## src/rtl/pipe_stage_skid.sv

```systemverilog
// Pipeline stage register with a two-entry skid buffer so in_ready is registered,
// plus synchronous flush and saturating stall/bubble performance counters.
module pipe_stage_skid #(
    parameter int                CTRL_W      = 16,
    parameter int                DATA_W      = 128,
    parameter int                CNT_W       = 16,
    parameter logic [CTRL_W-1:0] BUBBLE_CTRL = {CTRL_W{1'b0}}
) (
    input  logic              CLK,
    input  logic              Reset,
    input  logic              Flush,
    input  logic              in_valid,
    output logic              in_ready,
    input  logic [CTRL_W-1:0] in_ctrl,
    input  logic [DATA_W-1:0] in_data,
    output logic              out_valid,
    input  logic              out_ready,
    output logic [CTRL_W-1:0] out_ctrl,
    output logic [DATA_W-1:0] out_data,
    output logic [CNT_W-1:0]  stall_cnt,
    output logic [CNT_W-1:0]  bubble_cnt
);

    // State bits are {main valid, skid valid}; 2'b01 is unreachable.
    typedef enum logic [1:0] {
        EMPTY = 2'b00,
        ONE   = 2'b10,
        TWO   = 2'b11
    } state_t;

    state_t state_q, state_d;

    logic [CTRL_W-1:0] main_ctrl_p0, skid_ctrl_p1;
    logic [DATA_W-1:0] main_data_p0, skid_data_p1;
    logic              rdy_q;

    logic accept, drain;
    logic ld_main_in, ld_main_skid, clr_main;
    logic ld_skid, clr_skid;

    function automatic logic [CNT_W-1:0] sat_inc(input logic [CNT_W-1:0] cnt);
        return (&cnt) ? cnt : cnt + {{(CNT_W-1){1'b0}}, 1'b1};
    endfunction

    assign out_valid = state_q[1];
    assign in_ready  = rdy_q;
    assign out_ctrl  = main_ctrl_p0;
    assign out_data  = main_data_p0;

    assign accept = in_valid & rdy_q;
    assign drain  = out_valid & out_ready;

    always_ff @(posedge CLK) begin
        if (Reset) begin
            state_q <= EMPTY;
            rdy_q   <= 1'b1;
        end else begin
            state_q <= state_d;
            rdy_q   <= (state_d != TWO);
        end
    end

    always_comb begin
        state_d      = state_q;
        ld_main_in   = 1'b0;
        ld_main_skid = 1'b0;
        clr_main     = 1'b0;
        ld_skid      = 1'b0;
        clr_skid     = 1'b0;
        case (state_q)
            EMPTY: begin
                if (accept) begin
                    ld_main_in = 1'b1;
                    state_d    = ONE;
                end
            end
            ONE: begin
                if (accept && drain) begin
                    ld_main_in = 1'b1;
                end else if (accept) begin
                    ld_skid = 1'b1;
                    state_d = TWO;
                end else if (drain) begin
                    clr_main = 1'b1;
                    state_d  = EMPTY;
                end
            end
            TWO: begin
                if (drain) begin
                    ld_main_skid = 1'b1;
                    clr_skid     = 1'b1;
                    state_d      = ONE;
                end
            end
            default: begin
                clr_main = 1'b1;
                clr_skid = 1'b1;
                state_d  = EMPTY;
            end
        endcase
        // Flush discards everything held and anything offered this cycle.
        if (Flush) begin
            ld_main_in   = 1'b0;
            ld_main_skid = 1'b0;
            ld_skid      = 1'b0;
            clr_main     = 1'b1;
            clr_skid     = 1'b1;
            state_d      = EMPTY;
        end
    end

    // Stage p0: main register, drives the outputs
    always_ff @(posedge CLK) begin
        if (Reset || clr_main) begin
            main_ctrl_p0 <= BUBBLE_CTRL;
            main_data_p0 <= '0;
        end else if (ld_main_in) begin
            main_ctrl_p0 <= in_ctrl;
            main_data_p0 <= in_data;
        end else if (ld_main_skid) begin
            main_ctrl_p0 <= skid_ctrl_p1;
            main_data_p0 <= skid_data_p1;
        end
    end

    // Stage p1: skid register, absorbs the entry sent while downstream stalls
    always_ff @(posedge CLK) begin
        if (Reset || clr_skid) begin
            skid_ctrl_p1 <= BUBBLE_CTRL;
            skid_data_p1 <= '0;
        end else if (ld_skid) begin
            skid_ctrl_p1 <= in_ctrl;
            skid_data_p1 <= in_data;
        end
    end

    always_ff @(posedge CLK) begin
        if (Reset) begin
            stall_cnt  <= '0;
            bubble_cnt <= '0;
        end else begin
            if (out_valid && !out_ready) stall_cnt <= sat_inc(stall_cnt);
            if (!out_valid)              bubble_cnt <= sat_inc(bubble_cnt);
        end
    end

endmodule

```

## config.mk

```make
export PLATFORM = sky130hd
export DESIGN_NAME = pipe_stage_skid
export DESIGN_NICKNAME = d
export VERILOG_FILES = /design/src/rtl/pipe_stage_skid.sv
export SDC_FILE = /design/constraint.sdc
export NUM_CORES = 1
export LEC_CHECK = 0
export ABC_AREA = 1
export BUFFER_PORTS_ARGS = -buffer_cell sky130_fd_sc_hd__buf_2
export CAP_MARGIN = 20
export CORE_UTILIZATION = 30
export DETAILED_ROUTE_END_ITERATION = 10
export GPL_ROUTABILITY_DRIVEN = 0
export HOLD_SLACK_MARGIN = 0.12
export REMOVE_ABC_BUFFERS = 1
export SYNTH_ARGS = -nofsm -noshare
export SYNTH_HDL_FRONTEND = slang
export SYNTH_SLANG_ARGS = --single-unit
```

## constraint.sdc

```tcl
create_clock -name CLK -period 5.9 [get_ports CLK]
set_input_delay 0.295 -clock CLK [delete_from_list [all_inputs] [get_ports CLK]]
set_output_delay 0.295 -clock CLK [all_outputs]
set_load 0.02 [all_outputs]
```

# Word level (Yosys, flattened, before mapping)
# Cells that the tools add are included.
# op_classes
reduce_logical,13
bitwise_logic,5
eq_ne,3
add_sub_neg,2
mux,27
# ops
cell,count
$mux W128,2
$add A16 B1 Y16 const B,2
$mux W16,2
$reduce_and A16 Y1,2
$mux W1,13
$mux W2,6
$pmux W1 S2,3
$pmux W2 S3,1
$eq A2 B2 Y1 const B,2
$reduce_and A2 Y1,2
$reduce_or A2 Y1,2
$not A1 Y1,3
$and A1 B1 Y1,2
$logic_and A1 B1 Y1,2
$logic_not A2 Y1,1
$logic_or A1 B1 Y1,2
$ne A2 B2 Y1 const B,1
$reduce_bool A2 Y1,1
$logic_not A1 Y1,1
# totals
inputBits,149
reg_bits,323
out_inout_bits,178
word_cells,58

# Longest topological paths before layout
# Gate-level depths: netlist of run 1.
# logic_depth
ltp_word,7
depth_mapped,12
ltp_nobuf,9

# Worst setup path after synthesis of run 1
# No wires, ideal clock.
# synth_timing
kind,flip-flop to flip-flop
from,register state_q[1]
to,register main_data_p0[26] (netlist: out_data[26])
n_path_buf,3
setup_ps,128
period_less_slack_ps,2057
required_time_ps,5772
stages_incl_launch_ff,12
t_arrival_ps,1929
setup_slack_ps,3843
path_cell_list,dfxtp_1 > ha_1 > inv_2 > o21ai_2 > nand3_1 > buf_2 > buf_2 > buf_2 > nand2_1 > nand2_1 > nor2_1 > nor2_1
# synth_between
elab_chain_cells,7
elab_cells_between_ends,19
classes_between,eq/ne: 2; mux: 11; bitwise: 1; reduce/logical: 5
# synth_rtl
element,line,text
from (decl),31,"state_t state_q, state_d;"
from (signal assigned),58,state_q <= state_d;
$and A1 B1 Y1,51,assign drain = out_valid & out_ready;
$mux W1,"83, 89",
$mux W1,80,end else if (accept) begin
$mux W1,78,if (accept && drain) begin
$pmux W1 S2,70,case (state_q)
$mux W1,102,if (Flush) begin
$logic_or A1 B1 Y1,114,if (Reset || clr_main) begin
to (signal assigned),119,main_data_p0 <= in_data;
to (signal assigned),122,main_data_p0 <= skid_data_p1;
to (decl),34,"logic [DATA_W-1:0] main_data_p0, skid_data_p1;"
# Several ways; a longest one is shown, not always the timed one.
# A chain may end at the register's enable or synchronous reset.

# Worst setup path in the final report of run 1
# layout_timing
from,register state_q[1]
to,register main_data_p0[0] (netlist: out_data[0])
# The elaborated chain is that of the path after synthesis.

==> results of run 1 <==
through the flow:
stage / setup TNS [ns] / instances / area (µm²)
global route: 0 / 3426 / 20050
finish: 0 / 3426 / 20050
floorplan: -684.78 / 2199 / 14650
CTS: 0 / 3425 / 20040
detailed placement: 0 / 3215 / 17350
global placement: 0 / 3215 / 17350
power by group:
group	total (mW)	switching, mW	internal (mW)
clock	2.36	0.927	1.43
combinational	0.525	0.332	0.193
sequential	2.23	0.0190	2.21
total	5.12	1.28	3.84
state kept, by name, summed over array words and instances (netlist names):
name	cells
bubble_cnt	16
in_ready	1
out_ctrl	16
out_data	128
skid_ctrl_p1	16
skid_data_p1	128
stall_cnt	16
state_q	2
cells by family (layout without fill, tap and decap cells):
family,after synthesis,after routing,synth area share [%]
buffers and inverters,482,875,12.18
xor gates and xnor gates,12,12,0.6864
and+or+nand+nor,1355,1355,36.01
DFF,323,323,42.23
adders and majority gates,6,6,0.4903
AOI/OAI and AO/OA,183,183,8.393
worst max-delay path by stage:
stage	startpoint	end	slack [ns]	depth (start not counted)
3_3_place_gp	state_q[1]$_SDFF_PP0_	out_data[0]$_SDFFE_PP0P_	2.87	9
5_1_grt	state_q[1]$_SDFF_PP0_	out_data[43]$_SDFFE_PP0P_	2.49	9
6_report	state_q[1]$_SDFF_PP0_	out_data[0]$_SDFFE_PP0P_	2.85	9
2_1_floorplan	state_q[1]$_SDFF_PP0_	out_ctrl[0]$_SDFFE_PP0P_	-3.78	8
3_5_place_dp	state_q[1]$_SDFF_PP0_	out_data[6]$_SDFFE_PP0P_	2.82	9
4_1_cts	state_q[1]$_SDFF_PP0_	out_data[0]$_SDFFE_PP0P_	2.81	9
routing by layer:
metal  vias to the layer above  share of wire, %  global-route usage [%]
met5                         -                 0                       0
met4                         0               2.0                   4.572
met3                        60               5.2                   3.175
met2                       382                45                   27.97
met1                      6874                48                   23.06
li1                       8084                 -                       -
cell usage in the layout (no fill, tap or decap), drive strengths merged:
cell and count:
dlygate4sd3 144, o22ai 1, o21ai 8, bufinv 1, nand2 400, clkinvlp 1, nand4 156, nand3 24
buf 345, ha 6, xor2 7, a211oi 144, dfxtp 323, a21oi 30, clkbuf 61, nor2 775
inv 320, xnor2 5, clkinv 3
layout make-up:
type | instances | area [µm²]
clock inverter | 5 | 52.55
clock buffer | 61 | 1201
fill | 5355 | 30220
multi-input combinational | 1556 | 7043
timing repair buffer | 489 | 3241
inverter | 320 | 1206
tap | 672 | 840.8
sequential | 323 | 6466
==> flow_metrics.tcl, run 1 <==
set metrics [dict create \
    synth.top_cells.by_count "nor2_1 (775), nand2_1 (399), dfxtp_1 (323), inv_1 (319), nand4_1 (156)" \
    num_antenna_cells 0 \
    hold_buffers 144 \
    r2r-end "out_data[0]$_SDFFE_PP0P_" \
    cts_num_sinks 323 \
    finalCriticalPeriod_ns 3.052 \
    syn_to_final_growth_pct 30.96 \
    htree_num_levels 2 \
    ys.flop_type "dfxtp_1" \
    ys_warn_count 0 \
    synth_edf_count 0 \
    vdd.ir_drop.worst_mv 0.1677 \
    min_path_cells 2 \
    dr.pass1.iters 5 \
    root_buffer "clkbuf_16" \
    end_kind "register" \
    yosys-top-cells-area "dfxtp_1 (42%), nor2_1 (19%), nand2_1 (9.8%)" \
    hold_violations 0 \
    path_buf_inv 3 \
    avgRoutedWirePerCell_um 13.26 \
    finalWorstSetupSlack_ns 2.848 \
    cts_buffers 38 \
    reg2reg_depth 9 \
    core_area_mm2 0.05027 \
    slowest_delay_ns 0.83 \
    status "finished, final reports clean" \
    synthDistinctLibCells 21 \
    start_kind "register" \
    hold_class "input port to register" \
    grt_max_degree 175 \
    cellPowerDensity_mw_per_mm2 255.2 \
    io_pins 327 \
    yosysTopAreaCellShare_pct 42.23 \
    async_flop_share_pct 0 \
    relSlewSlack_pct 27.07 \
    cts_setup_buffers 0 \
    ant_nets 0 \
    ys_seq_area_share_pct 42.23 \
    clock_latency_ns 0.55 \
    yosysMostFrequentCell "nor2_1" \
    viasPerCell 4.495 \
    holdPathEnd "bubble_cnt[2]$_SDFFE_PP0P_" \
    dp_hpwl_um 26660 \
    netlist_instances 2361 \
    wirelength_um 45430 \
    path_clk_slew_ns 0.06 \
    fmax_ghz 0.3276 \
    numPortBuffers 326 \
    vias 15400 \
    r2r-start "state_q[1]$_SDFF_PP0_" \
    antenna_found_initial 0 \
    syn-cell-area_mm2 0.01531 \
    syn_area_per_cell_um2 6.485 \
    cts_resized 0 \
    drv_slew 0 \
    rows 82 \
    p_leak_nw 8.386 \
    r2r_slack_ns 2.85 \
    worstHoldStart "Reset" \
    fin_util_pct 39.88 \
    rsz0062_at_grt "no" \
    synth-seq-cells 323 \
    grt_overflow_total 0 \
    grt_pass1_wl_um 74240 \
    synth.largest_area_cell "dfxtp_1" \
    dieArea_mm2 0.05194 \
    critPathMaxFanout 75 \
    crit_slowest_cell "buf_4" \
    cp.required_ns 6.37 \
    die_height_um 227.9 \
    nNetsFinal 2883 \
    hold_slack_ns 0.1817 \
    drc 0 \
    clockBufferDepth 3 \
    crit_type "register to register" \
    cts_tree "built" \
    start_util_pct 30.46 \
    post-place-ws_ns 2.820 \
    setup_violations 0 \
    drive_gt1_share_pct 14.92 \
    grtUsageTotal_pct 17.13 \
    cp.arrival_ns 3.53 \
    drt_iter0_markers 1038 \
    max_slew.worst_pin.slew_ns 1.090 \
    crit_family "buffers and inverters" \
    fin_crit_sh_pct 51.73 \
    p_total_mw 5.118 \
    dieWidth_um 227.9 \
    path_cells "ha_1, inv_2, o21ai_4, buf_4, buf_4, nand4_1, nand2_1, nor2_1, nor2_1" \
    skew_ns 0.01704 \
    grt_pass1_vias 14307 \
    drv_cap 0 \
]
(Power assumes the default switching activity.)
==> run 2, diff against run 1 <==
- clock period: 5.9 -> 3.15 ns (I/O delays scaled with it)
==> run 2 against run 1 <==
Compared with the run above: via count is 0.75% higher; first-iteration DRC count is 19% lower; critical endpoint is now out_data[17]$_SDFFE_PP0P_; critical path type unchanged; die area unchanged; utilization increased by 0.77 points; non-clock buffer count rose by 13; sequential power up 87%; global-route usage grew 0.066 points; worst hold slack worse by 0.0044 ns; sequential share of layout area is 0.61 points lower; combinational power increased by 94%; power rose by 94%.
==> flow_metrics.tcl, run 2 (synthesized netlist as in run 1, its figures left out) <==
set metrics [dict create \
    cts_num_sinks 323 \
    path_clk_slew_ns 0.06 \
    cts_tree "built" \
    finalCriticalPeriod_ns 2.198 \
    drv_cap 0 \
    dp_hpwl_um 26530 \
    dieArea_mm2 0.05194 \
    final_cell_mix "nor2_1 (775), nand2_1 (399), buf_2 (326)" \
    finalWorstSetupSlack_ns 0.9524 \
    routed.top_layer "met4" \
    hold_slack_ns 0.1773 \
    grt_max_degree 99 \
    drive_gt1_share_pct 15.44 \
    wl_met2_um 21060 \
    max_slew.worst_pin.slew_ns 0.9068 \
    drv_slew 0 \
    start_kind "register" \
    p_leak_nw 8.578 \
    drt-met1-wl_um 20930 \
    cellPowerDensity_mw_per_mm2 484.5 \
    core_area_mm2 0.05027 \
    nNetsFinal 2897 \
    post-place-ws_ns 0.9173 \
    hold_class "input port to register" \
    multi_input_area_mm2 0.007043 \
    cp.required_ns 3.56 \
    wl_met3_um 2180 \
    setup_violations 0 \
    vias 15516 \
    fmax_ghz 0.4550 \
    cp.arrival_ns 2.61 \
    seqCellArea_mm2 0.006466 \
    status "finished, final reports clean" \
    avgRoutedWirePerCell_um 13.10 \
    num_antenna_cells 0 \
    wirelength_um 45110 \
    end_kind "register" \
    grtUsageTotal_pct 17.19 \
    fin_cells 3444 \
    numPortBuffers 326 \
    clock_latency_ns 0.54 \
    grt_overflow_total 0 \
    final_common_cell "nor2_1" \
    dieWidth_um 227.9 \
    reg2reg_depth 11 \
    relSlewSlack_pct 39.54 \
    antenna_found_initial 0 \
    start_util_pct 30.46 \
    dr.pass1.iters 5 \
    clockBufferDepth 3 \
    rows 82 \
    skew_ns 0.01856 \
    crit_type "register to register" \
    drt_iter0_markers 844 \
    cts_resized 0 \
    vdd.ir_drop.worst_mv 0.2903 \
    drc 0 \
    min_path_cells 5 \
    cts_buffers 39 \
    io_pins 327 \
    fin_crit_sh_pct 69.77 \
    rsz0062_at_grt "no" \
    dp_cells 3227 \
    nFillCells 5345 \
    die_height_um 227.9 \
    grt_pass1_vias 14599 \
    htree_num_levels 2 \
    grt_pass1_wl_um 74800 \
    viasPerCell 4.505 \
    root_buffer "clkbuf_16" \
    syn_to_final_growth_pct 33.49 \
    critPathMaxFanout 39 \
    ant_nets 0 \
    hold_violations 0 \
]
run 2: changes by cell type in the layout (fill, tap and decap cells not counted):
cell	previous run	this run
buf_12	2	17
buf_4	17	13
bufinv_16	1	3
clkbuf_1	10	9
clkbuf_8	10	12
clkinv_2	3	4
dlygate4sd3_1	144	146
inv_6	0	1
run 2: repair_timing:
item                      CTS  global route
hold buffers              146             0
buffers inserted            0             0
hold endpoints to repair  310             0
run 2: final cells by class:
cell class,count,area share (%)
repair buffers,502,17.28
clock buffers,62,5.993
inverters,320,5.901
multi-input cells,1556,34.46
flip-flops and latches,323,31.64
clock inverters,9,0.6183
well taps,672,4.114
run 2: stage by stage:
step                      power, mW  instance area, µm²   TNS, ns  util, %
after CTS                     10.05               20440         0    40.65
after global routing          10.35               20440         0    40.65
after detailed placement      5.149               17630         0    35.06
after floorplan               4.747               14650  -1476.78        -
after global placement        5.153               17630         0    35.06
final                         9.903               20440         0    40.65
run 2: path summary, 6_finish.rpt:
path	end	startpoint	slack, ns
setup / recovery	out_data[17]$_SDFFE_PP0P_	state_q[0]$_SDFF_PP0_	0.95
hold / removal	state_q[1]$_SDFF_PP0_	in_valid	0.18
setup reg to reg	out_data[17]$_SDFFE_PP0P_	state_q[0]$_SDFF_PP0_	0.95
hold reg to reg	skid_data_p1[26]$_SDFFE_PP0P_	skid_data_p1[26]$_SDFFE_PP0P_	0.46
run 2: per-layer routing:
| metal | GRT usage [%] | up-vias |
|---|---|---|
| met5 | 0 | - |
| met4 | 4.803 | 0 |
| met3 | 3.300 | 64 |
| met2 | 29.57 | 353 |
| met1 | 21.77 | 6993 |
| li1 | - | 8106 |
run 2: critical path, cell delays in order (launching register included):
cell	delay [ns]
dfxtp_1	0.33
inv_1	0.12
ha_1	0.32
inv_2	0.12
o21ai_4	0.27
nand3_4	0.16
nand2_4	0.12
buf_12	0.22
buf_12	0.17
nor2_1	0.04
nor2_1	0.09
nor2_1	0.05
run 2: report_power, final:
part           total (mW)  switching (mW)  internal, mW
clock                4.70            1.79          2.91
combinational        1.02           0.623         0.396
sequential           4.18          0.0363          4.15
